**src/rtl/bv4_sq_scl_pipe.sv**
```systemverilog
// bv4_sq_scl_pipe: masked, multi-lane, pipelined GF(2^4) square-and-scale.
// Each 4-bit element is {a1,a0}, where a1 and a0 are GF(2^2) normal-basis digits.
//   mode 0: b = {sq(a0)^sq(a1), sigma2(sq(a0))}
//   mode 1: b = {sq(a1), sq(a0)}
// The map is linear, so it is applied to each share on its own.
// Optional feature: define BV4_SQ_SCL_PIPE_REFRESH_EN to re-mask the shares with in_rand.
// In the default build in_rand is present but unused.

// Single share element; no cross-share logic lives here.
module bv4_sq_scl_lane (
  input  logic       mode,
  input  logic [3:0] a,
  output logic [3:0] b
);
  logic [1:0] s0, s1, sig;

  // In a normal basis, squaring is a swap of the two digit bits.
  assign s0  = {a[0], a[1]};
  assign s1  = {a[2], a[3]};
  // Multiply by sigma^2 (sigma = W, basis {W, W^2}): {x1,x0} -> {x1^x0, x1}.
  assign sig = {s0[1] ^ s0[0], s0[1]};
  assign b   = mode ? {s1, s0} : {s0 ^ s1, sig};
endmodule

module bv4_sq_scl_pipe #(
  parameter  int N_LANES     = 1,
  parameter  int N_SHARES    = 2,
  parameter  int PIPE_STAGES = 1,
  localparam int DW = 4 * N_SHARES * N_LANES,
  localparam int RW = (N_SHARES > 1) ? 4 * (N_SHARES - 1) * N_LANES : 1,
  localparam int CW = $clog2(PIPE_STAGES + 1)
) (
  input  logic          in_clock,
  input  logic          in_reset,
  input  logic          in_valid,
  output logic          out_ready,
  input  logic          in_mode,
  input  logic [DW-1:0] in_a,
  input  logic [RW-1:0] in_rand,
  output logic          out_valid,
  input  logic          in_ready,
  output logic [DW-1:0] out_b,
  output logic [CW-1:0] out_count
);
  typedef logic [N_LANES-1:0][N_SHARES-1:0][3:0] shr_t;

  shr_t a_p, f_p, d_in;
  shr_t data_pipe [PIPE_STAGES];
  logic [PIPE_STAGES-1:0] vld_pipe, ld;
  logic [CW-1:0] cnt;
  logic acc, drain;

  assign a_p = in_a;

  // The function is evaluated once, ahead of stage 0. Mode therefore travels
  // down the pipe already folded into the data.
  for (genvar l = 0; l < N_LANES; l++) begin : g_lane
    for (genvar s = 0; s < N_SHARES; s++) begin : g_shr
      bv4_sq_scl_lane u_lane (.mode(in_mode), .a(a_p[l][s]), .b(f_p[l][s]));
    end
  end

`ifdef BV4_SQ_SCL_PIPE_REFRESH_EN
  if (N_SHARES > 1) begin : g_rfr
    for (genvar l = 0; l < N_LANES; l++) begin : g_lane
      logic [N_SHARES-2:0][3:0] r;
      logic [3:0] r_sum;
      assign r = in_rand[l*4*(N_SHARES-1) +: 4*(N_SHARES-1)];

      // The last share absorbs the XOR of all masks, so the share-sum is unchanged.
      always_comb begin
        r_sum = '0;
        for (int i = 0; i < N_SHARES - 1; i++) r_sum = r_sum ^ r[i];
      end

      for (genvar s = 0; s < N_SHARES; s++) begin : g_shr
        if (s < N_SHARES - 1) begin : g_mid
          assign d_in[l][s] = f_p[l][s] ^ r[s];
        end else begin : g_last
          assign d_in[l][s] = f_p[l][s] ^ r_sum;
        end
      end
    end
  end else begin : g_nofr
    logic unused_rand;
    assign unused_rand = ^in_rand;
    assign d_in = f_p;
  end
`else
  logic unused_rand;
  assign unused_rand = ^in_rand;
  assign d_in = f_p;
`endif

  // Stage k may load unless it and every stage below it are full while the sink stalls.
  // This is the flattened form of the ready chain, so it has no combinational loop.
  always_comb begin
    ld = '0;
    for (int k = 0; k < PIPE_STAGES; k++)
      ld[k] = in_ready || !(&(vld_pipe | PIPE_STAGES'((1 << k) - 1)));
  end

  assign out_ready = ld[0] && !in_reset;
  assign acc       = in_valid && out_ready;
  assign out_valid = vld_pipe[PIPE_STAGES-1];
  assign drain     = out_valid && in_ready;
  assign out_b     = data_pipe[PIPE_STAGES-1];
  assign out_count = cnt;

  // Elastic pipe: a stage takes its upstream neighbour's contents whenever it may load.
  // Data is loaded only with a valid beat, so out_b holds while the output is idle.
  always_ff @(posedge in_clock) begin
    if (in_reset) begin
      vld_pipe <= '0;
      for (int k = 0; k < PIPE_STAGES; k++) data_pipe[k] <= '0;
    end else begin
      if (ld[0]) begin
        vld_pipe[0] <= in_valid;
        if (in_valid) data_pipe[0] <= d_in;
      end
      for (int k = 1; k < PIPE_STAGES; k++) begin
        if (ld[k]) begin
          vld_pipe[k] <= vld_pipe[k-1];
          if (vld_pipe[k-1]) data_pipe[k] <= data_pipe[k-1];
        end
      end
    end
  end

  // Occupancy counter: it moves only when exactly one of accept and drain happens.
  always_ff @(posedge in_clock) begin
    if (in_reset)            cnt <= '0;
    else if (acc && !drain)  cnt <= cnt + 1'b1;
    else if (drain && !acc)  cnt <= cnt - 1'b1;
  end
endmodule
```
**config.mk**
```make
export PLATFORM = sky130hd
export DESIGN_NAME = bv4_sq_scl_pipe
export DESIGN_NICKNAME = d
export VERILOG_FILES = /design/src/rtl/bv4_sq_scl_pipe.sv
export SDC_FILE = /design/constraint.sdc
export NUM_CORES = 1
export LEC_CHECK = 0
export CAP_MARGIN = 20
export CORE_AREA = 4 4 43 45
export DETAILED_ROUTE_END_ITERATION = 10
export DIE_AREA = 0 0 47 49
export PLACE_DENSITY = 0.74
export SLEW_MARGIN = 10
export SYNTH_ARGS = -nofsm -noshare
export SYNTH_HDL_FRONTEND = slang
export SYNTH_SLANG_ARGS = --single-unit
```
**constraint.sdc**
```tcl
create_clock -name in_clock -period 1.15 [get_ports in_clock]
set_input_delay 0.115 -clock in_clock [delete_from_list [all_inputs] [get_ports in_clock]]
set_output_delay 0.115 -clock in_clock [all_outputs]
set_load 0.02 [all_outputs]
```
[Word-level counts from Yosys, hierarchy flattened]
Memory sizes are Yosys's and may differ from the RTL's.
Index checks and enable logic that the tools add are counted.
Cells by class
  add/subtract/negate cells: 2
  reductions and logical operators: 12
  bitwise gates (word level): 4
  mux-type cells: 12
Operator list (count)
  $mux W1: 9
  $mux W4: 2
  $mux W8: 1
  $reduce_or A8 Y1: 1
  $logic_and A1 B1 Y1: 5
  $logic_not A1 Y1: 4
  $xor A2 B2 Y2: 2
  $reduce_bool A2 Y1: 1
  $xor A1 B1 Y1: 2
  $add A1 B1 Y1 const B: 1
  $logic_or A1 B1 Y1: 1
  $sub A1 B1 Y1 const B: 1
Word-level totals
  bits in writable memories: 8
  word-level logic and storage cells: 33
  output and inout port bits: 11
  bits in registers: 2
  memories: 1
  bits of input ports: 17
Memories
  data_pipe: depth 1, bits a word 8, read ports 1, clocked after Yosys merged registers in 0, wr ports 1, RTL line 48  | shr_t data_pipe [PIPE_STAGES];

[Depth between registers and ports, before layout]
  depth after elaboration: 8
  mapped depth: 3
  mapped depth without buffers: 3

[Cells and area by module]
From an unflattened synthesis, not the netlist that was laid out.
Second synthesis, totals
  cell total of the unflattened synthesis: 44
  area total of the unflattened synthesis: 551.8 um2
Modules (own cells, without submodules)
  bv4_sq_scl_pipe: cells each 30, times used 1, seq. area each 280.3 um2, area each 414.1 um2
  bv4_sq_scl_lane: cells each 7, times used 2, seq. area each 0.0 um2, area each 68.8 um2

[Least setup slack after synthesis]
OpenSTA, ideal clock, no wires.
  kind: flip-flop to flip-flop
  start: register vld_pipe, in the netlist out_valid
  end: memory data_pipe[0][0] (netlist bit), enable pin
  clock period less this slack: 1109 ps
  path buffers: 0
  cell stages (with the launch flop): 3
  setup slack: 41 ps
  arrival: 849 ps
  library setup time: 260 ps
  required time: 890 ps
  cell sequence: dfxtp_1 -> nand2b_1 -> a21o_2
On the way
  cells in the longest elaborated chain, start to end: 7
RTL lines
  start: declaration: RTL line 49  | logic [PIPE_STAGES-1:0] vld_pipe, ld;
  start signal: indexed assignment: RTL line 123  | vld_pipe[k] <= vld_pipe[k-1];
  $logic_not A1 Y1 *: RTL line 100  | ld[k] = in_ready || !(&(vld_pipe | PIPE_STAGES'((1 << k) - 1)));
  $logic_or A1 B1 Y1 *: RTL line 100
  $mux W1 *: RTL line 117  | if (ld[0]) begin
  $mux W1 *: RTL line 113  | if (in_reset) begin
  $mux W1 (implied by the code) *: RTL line 119  | if (in_valid) data_pipe[0] <= d_in;
  $reduce_or A8 Y1 (no source line)
  $mux W1 (no source line) *
  end: declaration: RTL line 48
Mark *: on every way between the ends. The rest lies on a longest branch, timed or not.

[Worst setup path in the final report]
  start: input in_mode
  end: memory data_pipe[0][1] (netlist bit) (data pin)
On the way
  cells in the longest elaborated chain, start to end: 2
RTL lines
  start: declaration: RTL line 37  | input logic in_mode,
  $mux W4: RTL line 22  | assign b = mode ? {s1, s0} : {s0 ^ s1, sig};
  $mux W8 (no source line)
Every way passes these cells.

==> results.yml <==
finish:
  nFillCells: 149
  layout-drive-gt1-share: 0.192
  finalNetCount: 91
  multi_input_area_sq_um: 204
  fin_util: 0.523
  seq_area_sq_um: 280
  syn_to_final_growth_pct: 58.9
  diodes: 0
  fin_area_sq_um: 769
pwr:
  p_leak_nw: 0.332
  power_frac_comb: 0.239
  vdd_drop_max_mv: 0.403
  sequentialPowerShare: 0.488
  p_int_uw: 665
  pwr-share-clk: 0.273
  power.density_nw_per_um2: 1150
  swShare: 0.245
  p_switching_uw: 216
synth:
  async_flop_share: 0
  synth_seq_cells: 10
  syn_nets: 59
  yosysWarnings: 0
  synthTopCellsByArea: "edfxtp_1 50%, xnor2_1 11%, nor2_1 8.5%"
  syn_area_sq_um: 484
  synth.yosys.seq_area_share: 0.579
  synthMostInstantiatedCell: "nor2_1"
  synth_cells: 42
  synth_top_area_share: 0.496
  synth_ff_type: "edfxtp_1"
  yosysTopAreaCell: "edfxtp_1"
  syn_area_per_cell_sq_um: 11.5
  synth_cell_types: 15
  synth.top_cells.by_count: "11 x nor2_1, 8 x edfxtp_1, 6 x xnor2_1"
  synth_edf_count: 8
global_routing:
  grt.overflow.total: 0
  grt_pass1_vias: 371
  grt_start_max_net_pins: 9
  grt_pass1_wl_um: 1430
  track_usage: 0.0855
  antenna_found_initial: 0
job:
  max-cap-violations: 0
placed_design:
  port_buffers: 23
  pre_cts_ws_ps: -370
  place_area_sq_um: 764
  dp_hpwl_um: 756
  gp_congestion: 0.694
timing:
  finalHoldViolCount: 0
  fin_crit_sh: 0.945
  worstMarginPinSlew_ps: 202
  slew_headroom: 0.865
  setup_viol: 0
  slew_violations: 0
  rsz0062_at_grt: "false"
  fmax_mhz: 920
  skew_ps: 4.09
  setup_tns_ps: 0
  fin_ws_ps: 63.1
  period_minus_slack_ps: 1090
drt:
  ant_nets: 0
  drc: 0
  wl_per_cell_um: 9.79
  vias_per_cell: 4.28
  vias: 381
  routed_wl_um: 871
  firstDrtPassIters: 1
  drt_iter0_drc: 0
min_path:
  min_path_type: "flip-flop to flip-flop"
worst_setup_path:
  cp-start-kind: "primary input"
  crit_path_end_kind: "flip-flop"
  critPathMaxFanout: 6
  cp_data_required_time_ps: 1160
  crit_arrival_ps: 1090
  crit_type: "primary input to flip-flop"
outcome:
  status: "complete, no violations"
clock_network:
  htreeDepth: 1
  cts_tree: "done"
  cts.path.max_buffers: 2
  cts_num_sinks: 10
  tritoncts.num_buffers: 3
  clkTransAtPathRegs_ps: 60
  clock_latency_ps: 260
  cts-root-buf: "clkbuf_4"
  hold_buffers: 0
floorplan:
  die_h_um: 49
  core_sq_um: 1470
  std_cell_rows: 14
  start_util: 0.329
  num_io_pins: 28
  fp.dieArea_sq_um: 2300
  fp.dieW_um: 47
## logic make-up (layout without fill, tap and decap cells)
logic type | count (synthesis) | in the layout | share of synthesized area
buffers and inverters | 0 | 31 | 0
AOI/OAI and AO/OA | 5 | 5 | 0.0724
DFF | 10 | 10 | 0.579
and+or+nand+nor | 21 | 21 | 0.240
xor gates and xnor gates | 6 | 6 | 0.109
## flip-flops by register name, indices dropped and copies added (netlist names)
register	flops
data_pipe	8
out_count	1
out_valid	1
## cell usage in the layout (no fill, tap or decap), types with 2 or more instances in the layout
master and count:
edfxtp_1 8, nand2b_1 2, and2b_1 2, a21oi_1 2, buf_4 4, clkdlybuf4s50_1 12
dfxtp_1 2, dlygate4sd2_1 9, xnor2_1 6, nor2_1 11, clkbuf_4 3, and2b_2 2
## critical path, cell delays in order
cell and delay [ps]:
clkdlybuf4s50_1 530, and2b_2 250, xnor2_1 140, nor2_1 50
## per-stage QoR
| step | total power, mW | hold WS, ps | cells |
|---|---|---|---|
| after floorplan | 0.547 | 177 | 42 |
| after global placement | 0.672 | 480 | 85 |
| after detailed placement | 0.676 | 489 | 85 |
| after CTS | 0.896 | 495 | 89 |
| after global routing | 0.930 | 522 | 89 |
| final | 0.881 | 492 | 89 |
## per-layer routing
metal | vias to the layer above | routed length [um] | GRT usage
li1 | 206 | - | -
met1 | 161 | 360 | 0.100
met2 | 12 | 432 | 0.131
met3 | 2 | 60 | 0
met4 | 0 | 17 | 0.0829
met5 | - | 0 | 0
## timing repair
item / 4_1_cts / 5_1_grt
endpoints found under the setup margin: 11 / 1
resized for setup: 15 / 1
buffers inserted: 0 / 0
## power by group through the flow
stage               clock network, mW  registers, mW  logic (mW)
CTS                             0.251          0.430       0.215
global placement                    0          0.438       0.233
detailed placement                  0          0.440       0.236
global route                    0.269          0.433       0.228
floorplan                           0          0.479      0.0680
finish                          0.241          0.430       0.211
## area by class of cell
class                           instances  share of cell area
Clock buffer                            4              0.0341
Multi-Input combinational cell         32               0.265
Sequential cell                        10               0.364
Tap cell                               16              0.0260
Timing Repair Buffer                   27               0.311
## final timing paths
check	depth (start not counted)	slack (ps)	end	startpoint
min	2	490	out_count$_SDFFE_PP0P_	out_count$_SDFFE_PP0P_
min reg2reg	2	490	out_count$_SDFFE_PP0P_	out_count$_SDFFE_PP0P_
max	4	60	data_pipe[0][1]$_SDFFCE_PN0P_	in_mode
max reg2reg	3	70	data_pipe[0][1]$_SDFFCE_PN0P_	out_valid$_SDFFE_PP0N_
Note: power is estimated with default switching activity, not from simulation.
==> RTL edit 1: new RTL, same settings <==
`N_SHARES`: 2 -> 1.
--- a/src/rtl/bv4_sq_scl_pipe.sv
+++ b/src/rtl/bv4_sq_scl_pipe.sv
@@ -24,7 +24,7 @@
 
 module bv4_sq_scl_pipe #(
   parameter  int N_LANES     = 1,
-  parameter  int N_SHARES    = 2,
+  parameter  int N_SHARES    = 1,
   parameter  int PIPE_STAGES = 1,
   localparam int DW = 4 * N_SHARES * N_LANES,
   localparam int RW = (N_SHARES > 1) ? 4 * (N_SHARES - 1) * N_LANES : 1,
Ports: changed (resized in_a, in_rand and out_b); port bits go from 28 to 17. The function was not compared with the original's and may differ.
==> RTL edit 1 against the original RTL <==
  * Total power down 31%
  * Setup slack worse by 12 ps
  * Routed wire length down 31%
  * Sequential share of layout area decreased by 5.4 points
  * Cell area down 33%
  * Sequential cell count is 4 lower
  * Clock power down 10%
  * First-iteration DRC count unchanged
  * Area after synthesis decreased by 39%
  * Synthesized cell count down 33%
  * Clock skew is 1.7 ps lower
  * Critical path depth down 2
  * Global-route usage decreased by 2.2 points
  * Hold slack got worse by 280 ps
==> RTL edit 1: results (changes against the original RTL) <==
Final layout
The number of nets in the layout came to 62 (was 91). The antenna cell count came to 0 (unchanged). The share of cells above drive strength 1 is 21.57% (was 19.18%). The flip-flop count of the largest register after layout was 4 (was 8).

The register bank with the most flops was data_pipe (unchanged).

Placed design
The final estimated routing congestion in global placement is 0.6958 (was 0.6944). The number of input and output port buffers inserted is 15 (was 23). The detailed placement HPWL came to 516.8 um (was 755.7 um). The setup slack after placement is -307.2 ps (was -369.8 ps).

Yosys
The number of nets in the synthesized netlist was 38 (was 59). The fraction of the yosys area taken by sequential cells is 54.01% (was 57.88%). The post-synthesis async set-or-reset flop share is 0% (unchanged). Largest cells by area after synthesis: sky130_fd_sc_hd__edfxtp_1 (41%), sky130_fd_sc_hd__dfxtp_1 (14%), sky130_fd_sc_hd__nor2_1 (8.9%) (was sky130_fd_sc_hd__edfxtp_1 (50%), sky130_fd_sc_hd__xnor2_1 (11%), sky130_fd_sc_hd__nor2_1 (8.5%)).

The dominant register cell in the synthesized netlist is sky130_fd_sc_hd__edfxtp_1 (unchanged). Synth cell count leaders: sky130_fd_sc_hd__nor2_1 (7), sky130_fd_sc_hd__edfxtp_1 (4), sky130_fd_sc_hd__xnor2_1 (3) (was sky130_fd_sc_hd__nor2_1 (11), sky130_fd_sc_hd__edfxtp_1 (8), sky130_fd_sc_hd__xnor2_1 (6)). The number of enable flip-flop cells after synthesis is 4 (was 8). The count of different cell masters after synthesis came to 13 (was 15).

Clock network
The root cell of the clock tree is sky130_fd_sc_hd__clkbuf_4 (unchanged). The clock network latency to the later pin of the worst-skew pair is 250 ps. The clock edge transition at the registers on the reported setup and hold paths is 50 ps.

The setup fix buffers added after clock tree synthesis came to 0 (unchanged). The number of buffers added by the clock tree synthesis step came to 3 (unchanged). The maximum buffer depth of the clock tree is 2 (unchanged).

GRT
The wire length of the first global-routing pass is 972 um (was 1.428 mm). The via count of the first global-routing pass came to 246 (was 371). The global-route usage over all layers is 6.303% (was 8.553%).

The maximum number of pins on one net before global-route repair is 6 (was 9).

Worst hold path
The class of the tightest hold or removal check is in -> reg (was reg -> reg).

STA
The slew at the pin with the worst max-slew slack came to 218.2 ps (was 201.7 ps). The clock skew after layout is 2.408 ps (was 4.094 ps).

Pwr
The cell-internal power is 0.0004559 W (was 0.0006651 W). The static leakage power is 0.2296 nW (was 0.3318 nW). The peak supply drop is 0.4548 mV (was 0.4033 mV).

Route
The first-pass detailed-route iteration total is 1 (unchanged). The residual DRC count is 0 (unchanged). The routed wirelength normalized by instance count is 9.030 um (was 9.787 um). The detailed-route via count is 271 (was 381). The number of violations reported at the end of detailed-routing iteration 0 is 0 (unchanged).

Setup path
The maximum fanout encountered on the critical timing path is 4 (was 6). The data arrival time of the critical path is 980 ps (was 1090 ps).

Outcome
Status: finished, final reports clean (unchanged).
==> RTL edit 1: layout make-up <==
type | instances | area [um2]
Tap cell | 16 | 20.02
Sequential cell | 6 | 160.2
Fill cell | 168 | 954.7
Timing Repair Buffer | 19 | 171.4
Clock buffer | 4 | 26.28
Multi-Input combinational cell | 22 | 138.9
==> RTL edit 1: repair_timing <==
| item | 4_1_cts | 5_1_grt |
|---|---|---|
| resized for setup | 9 | 4 |
| endpoints found under the setup margin | 7 | 3 |
| pin swaps | 0 | 0 |
==> RTL edit 1: worst paths after layout <==
path / from / endpoint / slack, ps / depth (start not counted)
setup reg to reg: out_valid / data_pipe[0][1] / 160 / 3
setup / recovery: out_valid / out_valid / 50 / 2
hold / removal: in_ready / out_valid / 210 / 4
hold reg to reg: out_count / out_count / 490 / 2
==> RTL edit 1: power by group through the flow <==
stage                     Sequential [W]  Combinational, W  Clock (W)
after CTS                       0.000256          0.000142   0.000224
after detailed placement        0.000261          0.000154          0
after floorplan                 0.000283         0.0000444          0
final                           0.000255          0.000140   0.000216
after global routing            0.000256          0.000151   0.000236
after global placement          0.000259          0.000153          0
==> RTL edit 1: cells by family after synthesis <==
kind of cell    synth area share [%]
compound gates                 10.13
xor+xnor                       8.862
flops                          54.01
simple gates                   27.00
==> RTL edit 1: worst max-delay path, stage by stage (launching register included) <==
cell                              delay (ps)
sky130_fd_sc_hd__dfxtp_1                 320
sky130_fd_sc_hd__buf_4                   120
sky130_fd_sc_hd__clkdlybuf4s15_1         300
==> RTL edit 1: per-stage QoR <==
step	cell area, um2	std cells	hold WS [ps]
finish	516.7	67	214.4
detailed placement	496.7	63	491.7
global placement	496.7	63	474.1
floorplan	296.5	28	177.4
global route	516.7	67	255.7
CTS	516.7	67	493.9
==> RTL edit 1: layer usage <==
metal	part of all wire [%]	track usage (%)
met1	38	6.264
met2	47	8.371
met3	12	3.321
met4	3.0	6.912
met5	0	0
==> RTL edit 2: new RTL, config.mk and constraints unchanged <==
Without the edit above. Register the output `out_count` once more, without a reset; this adds one clock of latency there. The other outputs are not delayed to match.
--- a/src/rtl/bv4_sq_scl_pipe.sv
+++ b/src/rtl/bv4_sq_scl_pipe.sv
@@ -105,7 +105,9 @@
   assign out_valid = vld_pipe[PIPE_STAGES-1];
   assign drain     = out_valid && in_ready;
   assign out_b     = data_pipe[PIPE_STAGES-1];
-  assign out_count = cnt;
+  always_ff @(posedge in_clock) begin
+    out_count <= cnt;
+  end
 
   // Elastic pipe: a stage takes its upstream neighbour's contents whenever it may load.
   // Data is loaded only with a valid beat, so out_b holds while the output is idle.
Function: changed (Yosys sat finds a counterexample within 4 cycles, from zero or initial values and one cycle with in_reset high).
==> RTL edit 2 against the original RTL <==
  * Hold slack worse by 120 ps
  * Total power up 5.4%
  * Sequential cell count up 1
  * Global-route usage down 0.15 points
  * Cell area up 2.9%
  * Routed wire length down 4.8%
  * Area after synthesis up 4.1%
  * Clock power up 4%
  * Clock skew up 3.3 ps
  * Setup slack better by 0.86 ps
  * Largest cell class unchanged
==> RTL edit 2: results (changes against the original RTL) <==
Outcome
Status: finished, final reports clean (unchanged).

GRT
The met2 track demand over resource in global routing was 10.18% (was 13.12%). The global routing met1 resource utilization was 10.48% (was 10.05%). The wire length of the first global-routing pass was 1.317 mm (was 1.428 mm). The met3 track utilization from global routing is 2.214% (was 0%). The global-route usage over all layers was 8.405% (was 8.553%). The via count of the first global-routing pass is 335 (was 371).

Pwr
The static leakage power is 0.3407 nW (was 0.3318 nW). The peak supply drop is 0.4551 mV (was 0.4033 mV).

STA
The clock skew after layout is 7.347 ps (was 4.094 ps). The worst max-slew margin expressed relative to the limit came to 86.08% (was 86.51%).

Setup path
The cell with the largest stage delay on the worst path is sky130_fd_sc_hd__dfxtp_1 (was sky130_fd_sc_hd__clkdlybuf4s50_1). The kind of cell adding the most delay to the critical path is flip-flops (was buffers and inverters). The maximum fanout encountered on the critical timing path is 8 (was 6). The biggest cell delay along the critical path is 310 ps (was 530 ps). The data arrival time of the critical path is 1050 ps (was 1090 ps).

Yosys
Synth cell count leaders: sky130_fd_sc_hd__nor2_1 (11), sky130_fd_sc_hd__edfxtp_1 (8), sky130_fd_sc_hd__xnor2_1 (6) (unchanged). The count of different cell masters after synthesis is 15 (unchanged). The fraction of the yosys area taken by sequential cells came to 59.55% (was 57.88%). The number of nets in the synthesized netlist came to 60 (was 59).

Largest cells by area after synthesis: sky130_fd_sc_hd__edfxtp_1 (48%), sky130_fd_sc_hd__dfxtp_1 (12%), sky130_fd_sc_hd__xnor2_1 (10%) (was sky130_fd_sc_hd__edfxtp_1 (50%), sky130_fd_sc_hd__xnor2_1 (11%), sky130_fd_sc_hd__nor2_1 (8.5%)).

Final layout
The number of nets in the layout is 92 (was 91). The share of cells above drive strength 1 was 20.27% (was 19.18%).

Route
The number of violations reported at the end of detailed-routing iteration 0 is 5 (was 0). The first-pass detailed-route iteration total is 2 (was 1). The final routed wirelength across all metal layers came to 829 um (was 871 um). The mean number of vias per cell came to 4.322 (was 4.281).

Placed design
The detailed placement HPWL came to 692 um (was 755.7 um). The final estimated routing congestion in global placement came to 0.7582 (was 0.6944). The number of input and output port buffers inserted is 23 (unchanged). The setup slack after placement came to -324.1 ps (was -369.8 ps).

Clock network
The clock reaches the later pin of the worst-skew pair after 270 ps. The CTS H-tree depth is 1 (unchanged).

Worst hold path
The class of the tightest hold or removal check is reg -> reg (unchanged).
[RTL edit 2: cells by family after synthesis]
kind of cell | after synthesis | synth area share, %
AND/OR/NAND/NOR | 21 | 23.08
flip-flops | 11 | 59.55
XOR/XNOR | 6 | 10.42
AO/OA/AOI/OAI | 5 | 6.949
[RTL edit 2: what timing repair did]
item | CTS | global route
resized for setup | 12 | 5
endpoints found under the setup margin | 11 | 2
pin swaps | 0 | 0
[RTL edit 2: worst paths after layout]
kind                                 from               to  slack, ps  depth (start not counted)
worst max-delay path            out_valid  data_pipe[0][4]         60                          3
worst min register to register        cnt        out_count        370                          0
worst min-delay path                  cnt        out_count        370                          0
worst max register to register  out_valid  data_pipe[0][4]         60                          3
[RTL edit 2: per-stage QoR]
stage / area, um2 / TNS (ps) / cells / total power, W
6_report: 792.0 / 0 / 90 / 0.0009288
5_1_grt: 792.0 / 0 / 90 / 0.0009831
3_5_place_dp: 784.5 / -3135 / 86 / 0.0007127
2_1_floorplan: 504.2 / 0 / 43 / 0.0005861
3_3_place_gp: 784.5 / -3018 / 86 / 0.0007107
4_1_cts: 798.3 / -97.97 / 90 / 0.0009436
[RTL edit 2: layout make-up]
type	instances	area, um2
multi-input cells	32	206.4
well taps	16	20.02
flip-flops and latches	11	300.3
repair buffers	27	239.0
clock buffers	4	26.28
fillers	152	679.4
[RTL edit 2: worst register-to-register path, delay by kind of cell (launching register included)]
kind            cells  cell delay (ps)
flops               1              310
buf+inv             1              130
simple gates        1              110
compound gates      1              240
[RTL edit 2: report_power, final]
part	total, W	internal [W]	switching [W]
registers	0.000468	0.000460	0.00000762
logic	0.000211	0.000110	0.000101
clock network	0.000250	0.000134	0.000116
[RTL edit 2: routing by layer]
| layer | up-vias | wire length, um |
|---|---|---|
| li1 | 211 | - |
| met1 | 160 | 358 |
| met2 | 14 | 357 |
| met3 | 4 | 68 |
| met4 | 0 | 45 |
| met5 | - | 0 |
